--- src/rtl/pipeline_hazard_ctrl_pkg.sv ---
// Shared pipeline definitions: hazard FSM state encoding, flush counter
// width, performance counter width and the load-use detection helper.
package pipeline_hazard_ctrl_pkg;

    localparam int STATE_W = 2;
    localparam int CNT_W   = 2;
    localparam int PERF_W  = 32;

    // Legacy-compatible state constants; RUN is the reset state.
    localparam logic [STATE_W-1:0] ST_RUN     = 2'd0;
    localparam logic [STATE_W-1:0] ST_MD_WAIT = 2'd1;
    localparam logic [STATE_W-1:0] ST_FLUSH   = 2'd2;

    // True when the ID instruction reads a register that a load in EX is
    // about to write. Register 0 is hardwired to zero and never hazards.
    function automatic logic is_load_use(
        input logic       ex_load,
        input logic [4:0] ex_rd,
        input logic       use_rs1,
        input logic [4:0] rs1,
        input logic       use_rs2,
        input logic [4:0] rs2
    );
        return ex_load && (ex_rd != 5'd0) &&
               ((use_rs1 && (rs1 == ex_rd)) || (use_rs2 && (rs2 == ex_rd)));
    endfunction

endpackage

--- src/rtl/pipeline_hazard_ctrl_if.sv ---
// Hazard controller bundle: pipeline status into the controller, stage
// enables/flushes, performance counters and the FSM state out of it.
interface pipeline_hazard_ctrl_if;
    import pipeline_hazard_ctrl_pkg::*;

    logic [4:0]          id_rs1;
    logic [4:0]          id_rs2;
    logic                id_use_rs1;
    logic                id_use_rs2;
    logic                ex_wb_load;
    logic [4:0]          ex_wb_rd;
    logic                ex_mispredict;
    logic                ex_muldiv_start;
    logic                muldiv_done;
    logic                perf_clr;

    logic                pc_en;
    logic                if_id_en;
    logic                id_ex_en;
    logic                if_id_flush;
    logic                id_ex_flush;
    logic                ex_mem_flush;
    logic [PERF_W-1:0]   stall_cycles;
    logic [PERF_W-1:0]   flush_cycles;
    logic [STATE_W-1:0]  dbg_state;

    // Pipeline side: drives status, consumes control.
    modport master (
        output id_rs1, id_rs2, id_use_rs1, id_use_rs2, ex_wb_load, ex_wb_rd,
               ex_mispredict, ex_muldiv_start, muldiv_done, perf_clr,
        input  pc_en, if_id_en, id_ex_en, if_id_flush, id_ex_flush,
               ex_mem_flush, stall_cycles, flush_cycles, dbg_state
    );

    // Controller side.
    modport slave (
        input  id_rs1, id_rs2, id_use_rs1, id_use_rs2, ex_wb_load, ex_wb_rd,
               ex_mispredict, ex_muldiv_start, muldiv_done, perf_clr,
        output pc_en, if_id_en, id_ex_en, if_id_flush, id_ex_flush,
               ex_mem_flush, stall_cycles, flush_cycles, dbg_state
    );

endinterface

--- src/rtl/pipeline_hazard_ctrl_perf_counter_sat.sv ---
// Saturating event counter: counts cycles with i_inc high, sticks at all
// ones, synchronous clear wins over increment.
module perf_counter_sat
    import pipeline_hazard_ctrl_pkg::*;
(
    input  logic              clk,
    input  logic              rst_n,
    input  logic              i_inc,
    input  logic              i_clr,
    output logic [PERF_W-1:0] o_count
);

    logic [PERF_W-1:0] r_count;
    logic              w_at_max;

    assign w_at_max = &r_count;
    assign o_count  = r_count;

    // Count events, holding at the maximum instead of wrapping.
    always_ff @(posedge clk or negedge rst_n) begin
        if (!rst_n) begin
            r_count <= '0;
        end else if (i_clr) begin
            r_count <= '0;
        end else if (i_inc && !w_at_max) begin
            r_count <= r_count + 1'b1;
        end
    end

endmodule

--- src/rtl/pipeline_hazard_ctrl.sv ---
// Pipeline hazard controller: resolves load-use, multi-cycle mul/div and
// branch mispredict hazards into stage enables and bubble inserts, and
// counts stall and flush cycles.
module pipeline_hazard_ctrl
    import pipeline_hazard_ctrl_pkg::*;
#(
    parameter int FLUSH_CYCLES = 2
) (
    input  logic                   clk,
    input  logic                   rst_n,
    pipeline_hazard_ctrl_if.slave  hz
);

    localparam logic [CNT_W-1:0] FLUSH_LOAD = CNT_W'(FLUSH_CYCLES - 1);

    logic [STATE_W-1:0] r_state;
    logic [STATE_W-1:0] w_state_nxt;
    logic [CNT_W-1:0]   r_flush_cnt;
    logic [CNT_W-1:0]   w_flush_cnt_nxt;

    logic w_load_use;
    logic w_pc_en;
    logic w_if_id_en;
    logic w_id_ex_en;
    logic w_if_id_flush;
    logic w_id_ex_flush;
    logic w_ex_mem_flush;

    assign w_load_use = is_load_use(hz.ex_wb_load, hz.ex_wb_rd,
                                    hz.id_use_rs1, hz.id_rs1,
                                    hz.id_use_rs2, hz.id_rs2);

    // Next-state and control decode; mispredict beats mul/div beats load-use.
    always_comb begin
        w_state_nxt     = r_state;
        w_flush_cnt_nxt = r_flush_cnt;
        w_pc_en         = 1'b1;
        w_if_id_en      = 1'b1;
        w_id_ex_en      = 1'b1;
        w_if_id_flush   = 1'b0;
        w_id_ex_flush   = 1'b0;
        w_ex_mem_flush  = 1'b0;

        case (r_state)
            ST_RUN: begin
                if (hz.ex_mispredict) begin
                    // PC takes the redirect; squash the wrong-path IF/ID and ID/EX.
                    w_if_id_flush = 1'b1;
                    w_id_ex_flush = 1'b1;
                    if (FLUSH_CYCLES > 1) begin
                        w_state_nxt     = ST_FLUSH;
                        w_flush_cnt_nxt = FLUSH_LOAD;
                    end
                end else if (hz.ex_muldiv_start) begin
                    // Freeze the front end; EX/MEM gets bubbles while the unit runs.
                    w_pc_en        = 1'b0;
                    w_if_id_en     = 1'b0;
                    w_id_ex_en     = 1'b0;
                    w_ex_mem_flush = 1'b1;
                    w_state_nxt    = ST_MD_WAIT;
                end else if (w_load_use) begin
                    // Hold IF and ID one cycle, let a bubble into EX.
                    w_pc_en       = 1'b0;
                    w_if_id_en    = 1'b0;
                    w_id_ex_flush = 1'b1;
                end
            end

            ST_MD_WAIT: begin
                if (hz.muldiv_done) begin
                    w_state_nxt = ST_RUN;
                end else begin
                    w_pc_en        = 1'b0;
                    w_if_id_en     = 1'b0;
                    w_id_ex_en     = 1'b0;
                    w_ex_mem_flush = 1'b1;
                end
            end

            ST_FLUSH: begin
                // EX holds bubbles here, so its hazard inputs are meaningless.
                w_if_id_flush   = 1'b1;
                w_flush_cnt_nxt = r_flush_cnt - 1'b1;
                if (r_flush_cnt <= CNT_W'(1)) begin
                    w_state_nxt     = ST_RUN;
                    w_flush_cnt_nxt = '0;
                end
            end

            default: begin
                w_state_nxt     = ST_RUN;
                w_flush_cnt_nxt = '0;
            end
        endcase

        // Reset shows the free-running default regardless of inputs.
        if (!rst_n) begin
            w_pc_en        = 1'b1;
            w_if_id_en     = 1'b1;
            w_id_ex_en     = 1'b1;
            w_if_id_flush  = 1'b0;
            w_id_ex_flush  = 1'b0;
            w_ex_mem_flush = 1'b0;
        end
    end

    // FSM state and remaining-flush counter.
    always_ff @(posedge clk or negedge rst_n) begin
        if (!rst_n) begin
            r_state     <= ST_RUN;
            r_flush_cnt <= '0;
        end else begin
            r_state     <= w_state_nxt;
            r_flush_cnt <= w_flush_cnt_nxt;
        end
    end

    assign hz.pc_en        = w_pc_en;
    assign hz.if_id_en     = w_if_id_en;
    assign hz.id_ex_en     = w_id_ex_en;
    assign hz.if_id_flush  = w_if_id_flush;
    assign hz.id_ex_flush  = w_id_ex_flush;
    assign hz.ex_mem_flush = w_ex_mem_flush;
    assign hz.dbg_state    = r_state;

    perf_counter_sat u_stall_cnt (
        .clk     (clk),
        .rst_n   (rst_n),
        .i_inc   (!w_pc_en),
        .i_clr   (hz.perf_clr),
        .o_count (hz.stall_cycles)
    );

    perf_counter_sat u_flush_cnt (
        .clk     (clk),
        .rst_n   (rst_n),
        .i_inc   (w_if_id_flush),
        .i_clr   (hz.perf_clr),
        .o_count (hz.flush_cycles)
    );

endmodule
--- src/flat_wrapper.sv ---
// flat-port wrapper written by rule: the top's interface ports become plain ports
module pipeline_hazard_ctrl_flat import pipeline_hazard_ctrl_pkg::*;
#(
    parameter int FLUSH_CYCLES = 2
)
  (clk, rst_n, hz_id_rs1, hz_id_rs2, hz_id_use_rs1, hz_id_use_rs2, hz_ex_wb_load, hz_ex_wb_rd, hz_ex_mispredict, hz_ex_muldiv_start, hz_muldiv_done, hz_perf_clr, hz_pc_en, hz_if_id_en, hz_id_ex_en, hz_if_id_flush, hz_id_ex_flush, hz_ex_mem_flush, hz_stall_cycles, hz_flush_cycles, hz_dbg_state);
  pipeline_hazard_ctrl_if hz_i ();
  input  logic clk;
  input  logic rst_n;
  input wire logic [$bits(hz_i.id_rs1)-1:0] hz_id_rs1;
  input wire logic [$bits(hz_i.id_rs2)-1:0] hz_id_rs2;
  input wire logic [$bits(hz_i.id_use_rs1)-1:0] hz_id_use_rs1;
  input wire logic [$bits(hz_i.id_use_rs2)-1:0] hz_id_use_rs2;
  input wire logic [$bits(hz_i.ex_wb_load)-1:0] hz_ex_wb_load;
  input wire logic [$bits(hz_i.ex_wb_rd)-1:0] hz_ex_wb_rd;
  input wire logic [$bits(hz_i.ex_mispredict)-1:0] hz_ex_mispredict;
  input wire logic [$bits(hz_i.ex_muldiv_start)-1:0] hz_ex_muldiv_start;
  input wire logic [$bits(hz_i.muldiv_done)-1:0] hz_muldiv_done;
  input wire logic [$bits(hz_i.perf_clr)-1:0] hz_perf_clr;
  output wire logic [$bits(hz_i.pc_en)-1:0] hz_pc_en;
  output wire logic [$bits(hz_i.if_id_en)-1:0] hz_if_id_en;
  output wire logic [$bits(hz_i.id_ex_en)-1:0] hz_id_ex_en;
  output wire logic [$bits(hz_i.if_id_flush)-1:0] hz_if_id_flush;
  output wire logic [$bits(hz_i.id_ex_flush)-1:0] hz_id_ex_flush;
  output wire logic [$bits(hz_i.ex_mem_flush)-1:0] hz_ex_mem_flush;
  output wire logic [$bits(hz_i.stall_cycles)-1:0] hz_stall_cycles;
  output wire logic [$bits(hz_i.flush_cycles)-1:0] hz_flush_cycles;
  output wire logic [$bits(hz_i.dbg_state)-1:0] hz_dbg_state;
  assign hz_i.id_rs1 = hz_id_rs1;
  assign hz_i.id_rs2 = hz_id_rs2;
  assign hz_i.id_use_rs1 = hz_id_use_rs1;
  assign hz_i.id_use_rs2 = hz_id_use_rs2;
  assign hz_i.ex_wb_load = hz_ex_wb_load;
  assign hz_i.ex_wb_rd = hz_ex_wb_rd;
  assign hz_i.ex_mispredict = hz_ex_mispredict;
  assign hz_i.ex_muldiv_start = hz_ex_muldiv_start;
  assign hz_i.muldiv_done = hz_muldiv_done;
  assign hz_i.perf_clr = hz_perf_clr;
  assign hz_pc_en = hz_i.pc_en;
  assign hz_if_id_en = hz_i.if_id_en;
  assign hz_id_ex_en = hz_i.id_ex_en;
  assign hz_if_id_flush = hz_i.if_id_flush;
  assign hz_id_ex_flush = hz_i.id_ex_flush;
  assign hz_ex_mem_flush = hz_i.ex_mem_flush;
  assign hz_stall_cycles = hz_i.stall_cycles;
  assign hz_flush_cycles = hz_i.flush_cycles;
  assign hz_dbg_state = hz_i.dbg_state;
  pipeline_hazard_ctrl #(.FLUSH_CYCLES(FLUSH_CYCLES)) u_core (.clk(clk), .rst_n(rst_n), .hz(hz_i));
endmodule
--- config.mk ---
export PLATFORM = sky130hd
export DESIGN_NAME = pipeline_hazard_ctrl_flat
export DESIGN_NICKNAME = d
export VERILOG_FILES = /design/src/rtl/pipeline_hazard_ctrl_pkg.sv /design/src/rtl/pipeline_hazard_ctrl_if.sv /design/src/rtl/pipeline_hazard_ctrl_perf_counter_sat.sv /design/src/rtl/pipeline_hazard_ctrl.sv /design/src/flat_wrapper.sv
export SDC_FILE = /design/constraint.sdc
export NUM_CORES = 1
export LEC_CHECK = 0
export ABC_AREA = 1
export ABC_CLOCK_PERIOD_IN_PS = 3000
export CAP_MARGIN = 20
export CORE_MARGIN = 2
export CORE_UTILIZATION = 40
export DETAILED_ROUTE_END_ITERATION = 10
export PLACE_DENSITY_LB_ADDON = 0.12
export SYNTH_ARGS = -nofsm -noshare
export SYNTH_HDL_FRONTEND = slang
export SYNTH_SLANG_ARGS = --single-unit
--- constraint.sdc ---
create_clock -name clk -period 3 [get_ports clk]
set_clock_uncertainty 0.2 [all_clocks]
set_input_delay 0.9 -clock clk [delete_from_list [all_inputs] [get_ports clk]]
set_output_delay 0.9 -clock clk [all_outputs]
set_load 0.01 [all_outputs]
* After elaboration in Yosys (flattened, before gate mapping) *
Index checks and enable logic that the tools add are counted.

storage, ports and cells
  flip-flop bits (word level) = 68
  word-level logic and storage cells = 70

cells by class
  add/subtract/negate cells = 3
  $lt $le $gt $ge = 1
  eq/ne operators = 8
  mux-type cells = 35
  bitwise logic cells = 1
  reduce and logical (&&, ||, !) cells = 18

operator list
  cell                   count
  $mux 32                4
  $add 32x1->32 const B  2
  $reduce_and 32->1      2
  $mux 1                 19
  $mux 2                 6
  $pmux 2 s3             2
  $eq 5x5->1             2
  $pmux 1 s2             4
  $logic_and 1x1->1      6
  $reduce_bool 5->1      1
  $ne 2x2->1 const B     2
  $reduce_bool 2->1      2
  $logic_not 1->1        3
  $ne 3x3->1 const B     1
  $reduce_and 3->1       1
  $eq 2x1->1 const B     1
  $eq 2x2->1 const B     1
  $le 2x1->1 const B     1
  $logic_not 2->1        1
  $ne 2x1->1 const B     1
  $reduce_and 2->1       1
  $sub 2x1->2 const B    1
  $logic_or 1x1->1       1
  $not 1->1              1

* Logic depth before layout (Yosys ltp) *
  depth in word-level cells = 13
  gate-level depth with buffers = 12
  depth with buffers taken out = 11

* Hierarchy *
Synthesis repeated with hierarchy kept, for this count alone.

second synthesis, totals
  cell total of the unflattened synthesis = 790
  area, all modules = 4,976.0 sq um

by module, submodules not included
  module                times used  cells an instance  area an instance (sq um)  seq. area each (sq um)
  perf_counter_sat      2           350                2,242.2                   800.8
  pipeline_hazard_ctrl  1           90                 491.7                     100.1

* Worst setup path after synthesis *
OpenSTA, ideal clock, no wires.

  path type = input to output
  from = input hz_ex_wb_rd[3]
  to = output hz_pc_en
  arrival = 1.896 ns
  data required time = 1.900 ns
  slack = 0.004 ns
  stages = 11
  buffers on the path = 2
  path through = inv_1 nand2_1 nand2_1 nor2_1 nand3_1 nand2_1 nand3_1 nand2_2 buf_2 inv_1 buf_4

on the way
  cells in the longest elaborated chain, start to end = 9
  elaborated cells between the ends (all ways) = 13
  those cells by class = eq/ne (2); mux (5); reduce/logical (6)

ends and longest elaborated chain
  element                   RTL line                        source
  start: declaration        flat_wrapper.sv:15              input wire logic [$bits(hz_i.ex_wb_rd)-1:0] hz_ex_wb_rd;
  $eq 5x5->1                pipeline_hazard_ctrl_pkg.sv:25  ((use_rs1 && (rs1 == ex_rd)) || (use_rs2 && (rs2 == ex_rd)));
  $logic_and 1x1->1         pipeline_hazard_ctrl_pkg.sv:25
  $logic_or 1x1->1          pipeline_hazard_ctrl_pkg.sv:25
  $logic_and 1x1->1 (*)     pipeline_hazard_ctrl_pkg.sv:24  return ex_load && (ex_rd != 5'd0) &&
  $mux 1 (*) (3 in series)  --
  $pmux 1 s2 (*)            --
  $mux 1 (*)                --
  end: declaration          flat_wrapper.sv:20              output wire logic [$bits(hz_i.pc_en)-1:0] hz_pc_en;

Mark *: on every way between the ends. The rest lies on a longest branch, timed or not.

* Final worst setup path *
  from = input hz_ex_wb_rd[3]
  to = output hz_id_ex_flush

on the way
  cells in the longest elaborated chain, start to end = 9
  elaborated cells between the ends (all ways) = 13
  those cells by class = eq/ne (2); mux (5); reduce/logical (6)

ends and longest elaborated chain
  element                RTL line                        source
  $eq 5x5->1             pipeline_hazard_ctrl_pkg.sv:25
  $logic_and 1x1->1      pipeline_hazard_ctrl_pkg.sv:25
  $logic_or 1x1->1       pipeline_hazard_ctrl_pkg.sv:25
  $logic_and 1x1->1 (*)  pipeline_hazard_ctrl_pkg.sv:24
  $mux 1 (*)             pipeline_hazard_ctrl.sv:61      end else if (w_load_use) begin
  $mux 1 (*)             pipeline_hazard_ctrl.sv:54      end else if (hz.ex_muldiv_start) begin
  $mux 1 (*)             pipeline_hazard_ctrl.sv:46      if (hz.ex_mispredict) begin
  $mux 1 (*)             pipeline_hazard_ctrl.sv:44      case (r_state)
  $mux 1 (*)             pipeline_hazard_ctrl.sv:97      if (!rst_n) begin
  end: declaration       flat_wrapper.sv:24              output wire logic [$bits(hz_i.id_ex_flush)-1:0] hz_id_ex_flush;

Marks and branches as above.

==> summary.md <==
| Metric | Value |
|---|---|
| DRC marker count from the first detailed-route iteration | `428` |
| Post-CTS setup buffers | `0` |
| Kind of end point of the critical path | `output port` |
| Peak fanout along the critical path | `4` |
| Total I/O pin count | `96` |
| Max Fclk | `338 MHz` |
| Final layout net count | `913` |
| Clock latency at the later pin of the worst-skew pair | `340 ps` |
| Master of the slowest instance on the critical path | `sky130_fd_sc_hd__buf_2` |
| Required time reported for the critical path endpoint | `1900 ps` |
| Share of the yosys chip area belonging to registers | `33.5%` |
| Fin crit share | `98.6%` |
| Internal power summed over all cells | `1.58 mW` |
| Clock-pin slew reported for the worst setup and hold paths after clock tree synthesis | `50 ps` |
| Series of cell instances along the critical path | `buf_2, inv_2, nand2_1, nand2_1, nor2_1, nand3_1, nand2_1, nand2_1, o21ai_1, nand2_1, nor2_1, buf_2` |
| Register share of total power | `44.0%` |
| Via count of the first global-routing pass | `5154` |
| Clock root buffer master | `sky130_fd_sc_hd__clkbuf_16` |
| Routed len/inst | `14.5 um` |
| Total number of placement rows | `41` |
| CTS tree | `yes` |
| Max rail drop VDD | `0.000198 V` |
| Sw frac | `26.0%` |
| Worst Setup Start Kind | `input pin` |
| Final core area utilization | `51.8%` |
| Growth of design area from synthesis to finish | `27.6%` |
| Mean instance size in the synthesized netlist | `6.44 um2` |
| Power, Total | `2.14 mW` |
| Worst Max-Slew Pin Slew | `642 ps` |
| Crit Path Class | `in2out` |
| Drt via density | `5.20` |
| Power spent charging and discharging nets | `556 uW` |
| Grt ovf | `0` |
| Layout cells sized above 1 | `11.5%` |
| Largest net degree at the start of global routing | `65` |
| Largest stage delay on the critical path | `140 ps` |
| Commonest non-fill, non-tap cells in the layout | `sky130_fd_sc_hd__nand2_1, sky130_fd_sc_hd__nor2_1, sky130_fd_sc_hd__inv_1, sky130_fd_sc_hd__nand3_1, sky130_fd_sc_hd__dfrtp_1` |
| Leakage Power | `2.99 nW` |
| Count of nets left with antenna violations after detail routing | `0` |
| Final setup violation count | `0` |
| Final Hold Fails | `0` |
| Initial antenna violation count | `0` |
| Path category of the worst min-delay check | `reg2reg` |
| Fin worst setup slack | `41.5 ps` |
| CP arrival | `1860 ps` |
| Fillers | `1319` |
| Unrepaired setup endpoints after global routing | `true` |
| DIE HEIGHT | `117 um` |
| H-tree Lvls | `3` |
| GRT Util Overall | `24.1%` |
| Number of pins exceeding their max-slew limit in the final report | `0` |
| Final total negative setup slack | `0 ps` |
| Number of clock buffers inserted by TritonCTS | `9` |
| Count of state elements after synthesis | `68` |
| Number of port buffers | `95` |
| Commonest non-fill, non-tap cell in the layout | `sky130_fd_sc_hd__nand2_1` |
| Floorplan die width | `117 um` |
| First-pass GRT wire length | `25700 um` |
| Outcome | `finished, final reports clean` |
| TritonCTS Sinks | `68` |
| Aggregate routed wire length | `15400 um` |
| Remaining max-slew budget at the tightest pin | `57.2%` |
| Synth Instances | `789` |
| Buffer depth of the longest clock path | `2` |
| Worst hold margin | `304 ps` |
| Final critical delay including setup and external delays | `2960 ps` |
| Effective utilization at floorplan | `40.6%` |
| Net count after synthesis | `815` |
| Syn. warnings | `0` |
| Area enclosed by the die boundary | `13600 um2` |
| Power density over cell area | `330 nW/um2` |
| Number of maximum-capacitance violations | `0` |
| Router iterations before antenna repair | `6` |
| Final RePlAce weighted congestion | `0.952` |
| Post-placement worst setup slack | `-900 ps` |
| Library cell appearing most often on the critical path | `sky130_fd_sc_hd__nand2_1` |
| CTS Hold Buffers Added | `0` |
| Clock Power Share | `44.2%` |
| Fraction of power consumed by combinational cells | `11.8%` |
| Antenna cell count | `0` |
| Cell area after technology mapping | `5080 um2` |
| Core region area | `12500 um2` |
| Overall via count from detail_route | `5507` |
| Dpl hpwl | `11500 um` |
| Count of unresolved DRC violations after routing | `0` |
| Unique masters post-synth | `39` |
[cell usage after synthesis]
| cell | number | area (um2) |
|---|---|---|
| sky130_fd_sc_hd__nor3_4 | 2 | 32.5 |
| sky130_fd_sc_hd__clkinv_1 | 2 | 7.51 |
| sky130_fd_sc_hd__nand4_1 | 53 | 332 |
| sky130_fd_sc_hd__a21o_1 | 3 | 22.5 |
| sky130_fd_sc_hd__ha_1 | 2 | 25.0 |
| sky130_fd_sc_hd__dfrtp_1 | 68 | 1700 |
| sky130_fd_sc_hd__nor3_2 | 3 | 30.0 |
| sky130_fd_sc_hd__nand3_2 | 1 | 10.0 |
| sky130_fd_sc_hd__buf_2 | 9 | 45.0 |
| sky130_fd_sc_hd__nand3_1 | 88 | 440 |
| sky130_fd_sc_hd__xnor2_1 | 8 | 70.1 |
| sky130_fd_sc_hd__o21ai_1 | 12 | 60.1 |
| sky130_fd_sc_hd__clkinv_8 | 1 | 16.3 |
| sky130_fd_sc_hd__clkbuf_1 | 5 | 18.8 |
| sky130_fd_sc_hd__buf_1 | 3 | 11.3 |
| sky130_fd_sc_hd__inv_1 | 96 | 360 |
| sky130_fd_sc_hd__a21oi_2 | 1 | 8.76 |
| sky130_fd_sc_hd__nand2_1 | 251 | 942 |
| sky130_fd_sc_hd__o31ai_1 | 1 | 7.51 |
| sky130_fd_sc_hd__inv_2 | 7 | 26.3 |
| sky130_fd_sc_hd__xor2_1 | 10 | 87.6 |
| sky130_fd_sc_hd__nor3_1 | 14 | 70.1 |
| sky130_fd_sc_hd__nor2_4 | 1 | 11.3 |
| sky130_fd_sc_hd__o21ai_2 | 8 | 70.1 |
| sky130_fd_sc_hd__nor2_2 | 1 | 6.26 |
| sky130_fd_sc_hd__a211oi_2 | 1 | 12.5 |
| sky130_fd_sc_hd__buf_8 | 1 | 15.0 |
| sky130_fd_sc_hd__nand2_8 | 1 | 20.0 |
| sky130_fd_sc_hd__nor4_1 | 1 | 6.26 |
| sky130_fd_sc_hd__nand2_4 | 2 | 22.5 |
| sky130_fd_sc_hd__o21bai_1 | 3 | 22.5 |
| sky130_fd_sc_hd__nand2_2 | 4 | 25.0 |
| sky130_fd_sc_hd__a21boi_0 | 1 | 7.51 |
| sky130_fd_sc_hd__nor3b_1 | 1 | 7.51 |
| sky130_fd_sc_hd__o211ai_1 | 1 | 7.51 |
| sky130_fd_sc_hd__o21ai_0 | 19 | 95.1 |
| sky130_fd_sc_hd__buf_4 | 2 | 15.0 |
| sky130_fd_sc_hd__nor2_1 | 98 | 368 |
| sky130_fd_sc_hd__buf_6 | 4 | 45.0 |
[worst max-delay path: cells and delay by family]
family	cells	cell delay (ps)
AO/OA/AOI/OAI	1	110
AND/OR/NAND/NOR	8	580
buffers and inverters	3	290
[what timing repair did]
action                     in CTS  in global routing
pin swaps                      28                 15
gates resized for setup       114                 13
setup endpoints to repair       6                  4
[area by class of cell]
cell class	count	area, um2	area share, %
flip-flops and latches	68	1700	26.2
repair buffers	111	1050	16.1
inverters	106	415	6.41
multi-input cells	591	2860	44.1
clock buffers	12	246	3.80
well taps	172	215	3.32
[metrics by stage]
| stage | cells | instance area, um2 |
|---|---|---|
| after global routing | 1060 | 6480 |
| after global placement | 1048 | 6250 |
| after detailed placement | 1048 | 6250 |
| final | 1060 | 6480 |
| after CTS | 1060 | 6460 |
| after floorplan | 789 | 5080 |
[final timing paths]
check | startpoint | end | slack, ps | depth (start not counted)
setup / recovery | hz_ex_wb_rd[3] | hz_id_ex_flush | 40 | 12
hold / removal | u_core.r_flush_cnt[1]$_DFFE_PN0P_ | u_core.hz.dbg_state[1]$_DFFE_PN0P_ | 300 | 2
setup reg to reg | u_core.u_stall_cnt.o_count[6]$_DFFE_PN0P_ | u_core.u_stall_cnt.o_count[12]$_DFFE_PN0P_ | 520 | 9
hold reg to reg | u_core.r_flush_cnt[1]$_DFFE_PN0P_ | u_core.hz.dbg_state[1]$_DFFE_PN0P_ | 300 | 2
max in group asynchronous | rst_n | u_core.u_flush_cnt.o_count[27]$_DFFE_PN0P_ | 1540 | 3
min in group asynchronous | rst_n | u_core.u_flush_cnt.o_count[6]$_DFFE_PN0P_ | 490 | 3
[registers in the layout (all words and copies together), names as in the netlist]
name	count
u_core.r_flush_cnt	2
u_core.u_flush_cnt.o_count	32
u_core.u_stall_cnt.o_count	32
u_core.hz.dbg_state	2
[metal layers]
layer	global-route usage, %	up-vias	part of all wire, %
met1	35.3	2550	48
li1	-	2752	-
met4	7.84	0	1.5
met5	0	-	0
met3	3.22	17	5.9
met2	36.7	188	44
[power groups by stage]
| stage | registers, mW | logic (mW) | clock network [mW] |
|---|---|---|---|
| 2_1_floorplan | 0.957 | 0.131 | 0 |
| 3_3_place_gp | 0.955 | 0.249 | 0 |
| 3_5_place_dp | 0.956 | 0.255 | 0 |
| 4_1_cts | 0.940 | 0.249 | 0.967 |
| 5_1_grt | 0.942 | 0.278 | 1.00 |
| 6_report | 0.941 | 0.251 | 0.945 |
[kinds of logic after synthesis]
logic type | count (synthesis) | share of synthesized area, %
DFF | 68 | 33.5
buffers and inverters | 130 | 11.0
xor gates and xnor gates | 18 | 3.10
adders and majority gates | 2 | 0.492
AOI/OAI and AO/OA | 50 | 6.18
and+or+nand+nor | 521 | 45.7
(Power assumes the default switching activity.)
